`config.mk`:
```
export PLATFORM = sky130hd
export DESIGN_NAME = alarm_siren_ctrl
export DESIGN_NICKNAME = d
export VERILOG_FILES = /design/src/rtl/alarm_siren_ctrl.sv
export SDC_FILE = /design/constraint.sdc
export NUM_CORES = 1
export LEC_CHECK = 0
export CAP_MARGIN = 15
export CORE_UTILIZATION = 45
export DETAILED_ROUTE_END_ITERATION = 7
export PLACE_DENSITY_LB_ADDON = 0.2
export SYNTH_ARGS = -nofsm -noshare
export SYNTH_HDL_FRONTEND = slang
export SYNTH_SLANG_ARGS = --single-unit
```
`constraint.sdc`:
```
create_clock -name clk -period 3.4 [get_ports clk]
set_input_delay 0.51 -clock clk [delete_from_list [all_inputs] [get_ports clk]]
set_output_delay 0.51 -clock clk [all_outputs]
set_load 0.03 [all_outputs]
```
`src/rtl/alarm_siren_ctrl.sv`:
```
// Siren/strobe annunciator controller downstream of the alarm FSM: pre-alert,
// tone-modulated sounding, user silence, auto-cutoff and re-arm holdoff.
module alarm_siren_ctrl #(
  parameter int PRE_CYCLES      = 8,
  parameter int TONE_HALF       = 4,
  parameter int MAX_ON_CYCLES   = 64,
  parameter int COOLDOWN_CYCLES = 16
) (
  input  logic       clk,
  input  logic       rst,
  input  logic       alarm_in,
  input  logic       ack,
  output logic       siren_out,
  output logic       strobe_out,
  output logic [2:0] state_out,
  output logic       timeout_flag
);

  localparam logic [2:0] S_IDLE     = 3'd0;
  localparam logic [2:0] S_PRE      = 3'd1;
  localparam logic [2:0] S_SOUND    = 3'd2;
  localparam logic [2:0] S_SILENCED = 3'd3;
  localparam logic [2:0] S_HOLDOFF  = 3'd4;

  localparam int MAX_A = (PRE_CYCLES > MAX_ON_CYCLES) ? PRE_CYCLES : MAX_ON_CYCLES;
  localparam int MAX_P = (MAX_A > COOLDOWN_CYCLES) ? MAX_A : COOLDOWN_CYCLES;
  localparam int CW    = $clog2(MAX_P + 1);
  localparam int TW    = $clog2(TONE_HALF + 1);

  localparam logic [CW-1:0] CNT_SAT   = {CW{1'b1}};
  localparam logic [CW-1:0] CNT_ONE   = CW'(1);
  localparam logic [CW-1:0] PRE_LAST  = CW'(PRE_CYCLES - 1);
  localparam logic [CW-1:0] ON_LAST   = CW'(MAX_ON_CYCLES - 1);
  localparam logic [CW-1:0] COOL_LAST = CW'(COOLDOWN_CYCLES - 1);
  localparam logic [TW-1:0] TONE_LAST = TW'(TONE_HALF - 1);
  localparam logic [TW-1:0] TONE_ONE  = TW'(1);

  logic [2:0]    state_q, state_d;
  logic [CW-1:0] cnt_q, cnt_d;
  logic [TW-1:0] tone_cnt_q, tone_cnt_d;
  logic          tone_q, tone_d;
  logic          flag_q, flag_d;

  // State and counter registers with synchronous reset
  always_ff @(posedge clk) begin
    if (rst) begin
      state_q    <= S_IDLE;
      cnt_q      <= '0;
      tone_cnt_q <= '0;
      tone_q     <= 1'b0;
      flag_q     <= 1'b0;
    end else begin
      state_q    <= state_d;
      cnt_q      <= cnt_d;
      tone_cnt_q <= tone_cnt_d;
      tone_q     <= tone_d;
      flag_q     <= flag_d;
    end
  end

  // Next-state, sticky flag, phase counter and tone generator
  always_comb begin
    state_d = state_q;
    flag_d  = flag_q;
    case (state_q)
      S_IDLE: begin
        if (ack) flag_d = 1'b0;
        else     flag_d = flag_q;
        if (alarm_in) state_d = S_PRE;
        else          state_d = S_IDLE;
      end
      S_PRE: begin
        if (!alarm_in)              state_d = S_IDLE;
        else if (ack)               state_d = S_SILENCED;
        else if (cnt_q == PRE_LAST) state_d = S_SOUND;
        else                        state_d = S_PRE;
      end
      S_SOUND: begin
        // A dropped alarm beats the timeout, which beats ack and owns the flag
        if (!alarm_in) begin
          state_d = S_HOLDOFF;
        end else if (cnt_q == ON_LAST) begin
          state_d = S_SILENCED;
          flag_d  = 1'b1;
        end else if (ack) begin
          state_d = S_SILENCED;
        end else begin
          state_d = S_SOUND;
        end
      end
      S_SILENCED: begin
        if (ack) flag_d = 1'b0;
        else     flag_d = flag_q;
        if (!alarm_in) state_d = S_HOLDOFF;
        else           state_d = S_SILENCED;
      end
      S_HOLDOFF: begin
        if (cnt_q == COOL_LAST) state_d = S_IDLE;
        else                    state_d = S_HOLDOFF;
      end
      default: state_d = S_IDLE;
    endcase

    if (state_d != state_q)  cnt_d = '0;
    else if (cnt_q != CNT_SAT) cnt_d = cnt_q + CNT_ONE;
    else                     cnt_d = cnt_q;

    // Siren starts high on entry to SOUND and flips every TONE_HALF cycles
    if (state_d == S_SOUND && state_q != S_SOUND) begin
      tone_d     = 1'b1;
      tone_cnt_d = '0;
    end else if (state_d == S_SOUND) begin
      if (tone_cnt_q == TONE_LAST) begin
        tone_d     = ~tone_q;
        tone_cnt_d = '0;
      end else begin
        tone_d     = tone_q;
        tone_cnt_d = tone_cnt_q + TONE_ONE;
      end
    end else begin
      tone_d     = 1'b0;
      tone_cnt_d = '0;
    end
  end

  // Moore output decode from registered state and tone
  always_comb begin
    siren_out    = 1'b0;
    strobe_out   = 1'b0;
    state_out    = state_q;
    timeout_flag = flag_q;
    case (state_q)
      S_IDLE:     begin siren_out = 1'b0;   strobe_out = 1'b0; end
      S_PRE:      begin siren_out = 1'b0;   strobe_out = 1'b1; end
      S_SOUND:    begin siren_out = tone_q; strobe_out = 1'b1; end
      S_SILENCED: begin siren_out = 1'b0;   strobe_out = 1'b1; end
      S_HOLDOFF:  begin siren_out = 1'b0;   strobe_out = 1'b0; end
      default:    begin siren_out = 1'b0;   strobe_out = 1'b0; end
    endcase
  end

endmodule
```
==> flow_metrics.py <==
metrics = {
    "status": {
        "status": "finished, final reports clean",
    },
    "pwr": {
        "p_sw_frac": 0.244,
        "p_seq_frac": 0.575,
        "p_int_w": 0.000240,
        "power_density_nw_per_um2": 330,
        "switching_power_w": 0.0000774,
        "ir_drop_mv": 0.267,
        "p_comb_frac": 0.113,
        "pwr-share-clk": 0.312,
        "leakagePower_nw": 0.304,
    },
    "cells_and_area": {
        "insertedDiodeCount": 0,
        "regArea_um2": 300,
        "drive_above_1_share": 0.129,
        "synthToLayoutAreaGrowth_pct": 15.8,
        "layout.nets": 109,
        "post-route-cell-area_um2": 962,
        "multi_input_area_um2": 495,
        "fillers": 158,
    },
    "sta": {
        "drv_slew": 0,
        "timing.final.ws_setup_ns": 0.983,
        "timing.final.crit_period_ns": 2.42,
        "skew_ns": 0.00514,
        "fin_tns_setup_ns": 0,
        "tightest_slew_ns": 0.490,
        "rsz0062_at_grt": "false",
        "max_freq_ghz": 0.414,
        "period_share": 0.711,
        "hold_viol": 0,
        "setup_viol": 0,
        "slew_headroom": 0.672,
    },
    "hold_path": {
        "min_from": "tone_cnt_q[0]$_SDFF_PP0_",
        "holdCritPathClass": "flip-flop to flip-flop",
        "holdPathStages": 1,
        "hold_end": "tone_cnt_q[0]$_SDFF_PP0_",
    },
    "synthesis": {
        "ys_seq_elements": 15,
        "netlist-cell-type-count": 39,
        "synth_top_area_share": 0.361,
        "synth_edf_count": 0,
        "synthTopCellsByArea": "dfxtp_1 36%, nor3_1 4.8%, ha_1 4.5%, mux2i_1 3.6%, a2111oi_2 3.6%",
        "ys_seq_area_frac": 0.361,
        "synth_area_per_cell_um2": 9.23,
        "ys_warn_count": 0,
        "syn-instance-count": 90,
        "syn-cell-area_um2": 831,
        "async_flop_share": 0,
        "synthFlopType": "dfxtp_1",
        "synth_top_area_cell": "dfxtp_1",
        "synth_nets": 97,
    },
    "worst_setup_path": {
        "r2r_setup_slack_ns": 1.59,
        "critPathArrivalTime_ns": 1.91,
        "r2r_cells": 5,
        "critPathRequiredTime_ns": 2.89,
        "worstSetupPathType": "flip-flop to output pin",
        "startpoint_type": "flip-flop",
        "worstPathMaxFanout": 11,
        "crit-reg2reg-capture": "cnt_q[0]$_SDFFE_PP0P_",
        "r2r_start": "cnt_q[0]$_SDFFE_PP0P_",
        "endpoint_kind": "output pin",
    },
    "global_route": {
        "grt_pass1_wl_um": 2700,
        "grt_max_degree": 12,
        "antenna_found_initial": 0,
        "grt_util_all_layers": 0.184,
        "grt_pass1_vias": 599,
        "grt.overflow.total": 0,
    },
    "floorplan": {
        "fp.dieW_um": 45.0,
        "rows": 15,
        "initial_utilization": 0.481,
        "placeableCoreArea_um2": 1730,
        "fp.dieH_um": 45.0,
        "pin_count": 10,
        "dieArea_um2": 2020,
    },
    "place": {
        "port_buffers": 9,
        "dp_hpwl_um": 1220,
        "place_area_um2": 936,
        "post-place-ws_ns": 1.22,
        "place.gp.congestion": 0.845,
    },
    "route": {
        "first_iter_violations": 21,
        "vias_per_cell": 5.56,
        "vias": 700,
        "totalWireLength_um": 1610,
        "wire_per_inst_um": 12.8,
        "drt_pass1_iterations": 4,
        "drc": 0,
        "antenna_left": 0,
    },
    "clock_network": {
        "insertion_delay_ns": 0.28,
        "cts_buffers": 3,
        "cts.sinks": 15,
        "cts_tree": "yes",
        "cts_buffer_depth": 2,
        "cts-hold-fix-buffers": 0,
        "cts-resized-gates": 0,
        "post_cts_buffers": 0,
        "htree_num_levels": 1,
        "clk_pin_slew_ns": 0.09,
        "root_buffer": "clkbuf_4",
    },
    "flow_run": {
        "cap_violations": 0,
    },
}
## sequential cells by signal, indices dropped and copies added, names as in the netlist
register / count
cnt_q: 7
state_out: 3
tone_q: 1
timeout_flag: 1
tone_cnt_q: 3
## layout by cell type (no fill, tap or decap), types with 2 or more instances in the layout
master / synthesis / final
mux2i_1: 3 / 3
o21ai_0: 2 / 2
nor3_1: 8 / 8
nor3b_1: 3 / 3
and3_1: 2 / 2
nand2_1: 6 / 6
a31oi_1: 2 / 2
ha_1: 3 / 3
nor2_1: 6 / 6
nor4_1: 3 / 3
inv_1: 5 / 5
clkdlybuf4s50_1: 0 / 9
nand2b_1: 2 / 2
a2111oi_2: 2 / 2
dfxtp_1: 15 / 15
clkbuf_4: 0 / 3
nand3_1: 4 / 4
## kinds of logic (layout without fill, tap and decap cells)
kind of cell               count (synthesis)  in the layout  share of synthesized area
buffers and inverters                      7             18                     0.0422
DFF                                       15             15                      0.361
adders and majority gates                  3              3                     0.0452
AOI/OAI and AO/OA                         17             17                      0.182
muxes                                      3              3                     0.0361
xor gates and xnor gates                   2              2                     0.0211
and+or+nand+nor                           43             43                      0.312
## worst max-delay path by stage
stage	start	to	slack, ns	cells after the start
floorplan	state_out[2]$_SDFF_PP0_	siren_out	1.67	3
global placement	alarm_in	cnt_q[4]$_SDFFE_PP0P_	1.25	5
detailed placement	alarm_in	cnt_q[4]$_SDFFE_PP0P_	1.22	5
CTS	state_out[1]$_SDFF_PP0_	siren_out	0.97	3
global route	state_out[1]$_SDFF_PP0_	siren_out	0.87	3
finish	state_out[1]$_SDFF_PP0_	siren_out	0.98	3
## metrics by stage
| step | std cells | total power (W) | hold slack, ns | util |
|---|---|---|---|---|
| global placement | 122 | 0.000221 | 0.419 | 0.542 |
| global route | 126 | 0.000331 | 0.478 | 0.557 |
| CTS | 126 | 0.000320 | 0.448 | 0.557 |
| finish | 126 | 0.000317 | 0.437 | 0.557 |
| detailed placement | 122 | 0.000222 | 0.435 | 0.542 |
| floorplan | 90 | 0.000208 | 0.403 | - |
## worst max-delay path, stage by stage (launching register included)
cell	delay (ns)
dfxtp_1	0.53
and3_1	0.30
and2_1	0.14
clkdlybuf4s50_1	0.66
## cell type report
cell class	count	share of cell area
Multi-Input combinational cell	68	0.515
Clock buffer	4	0.0273
Sequential cell	15	0.312
Timing Repair Buffer	9	0.0936
Inverter	5	0.0195
Tap cell	25	0.0325
## metal layers
layer,up-vias,GRT usage,share of wire
met1,325,0.263,0.51
li1,363,-,-
met3,2,0.0360,0.024
met2,10,0.264,0.45
met4,0,0.0909,0.012
met5,-,0,0
## synthesized netlist by cell type (2+ instances only)
master / n
a2111oi_2: 2
a31oi_1: 2
and3_1: 2
dfxtp_1: 15
ha_1: 3
inv_1: 5
mux2i_1: 3
nand2_1: 6
nand2b_1: 2
nand3_1: 4
nor2_1: 6
nor3_1: 8
nor3b_1: 3
nor4_1: 3
o21ai_0: 2
## power groups by stage
| stage | sequential [W] | clock [W] | combinational (W) |
|---|---|---|---|
| floorplan | 0.000187 | 0 | 0.0000209 |
| global placement | 0.000186 | 0 | 0.0000349 |
| detailed placement | 0.000187 | 0 | 0.0000356 |
| CTS | 0.000182 | 0.000102 | 0.0000358 |
| global route | 0.000183 | 0.000109 | 0.0000386 |
| finish | 0.000182 | 0.0000990 | 0.0000357 |
Power figures use the tool's default switching activity.
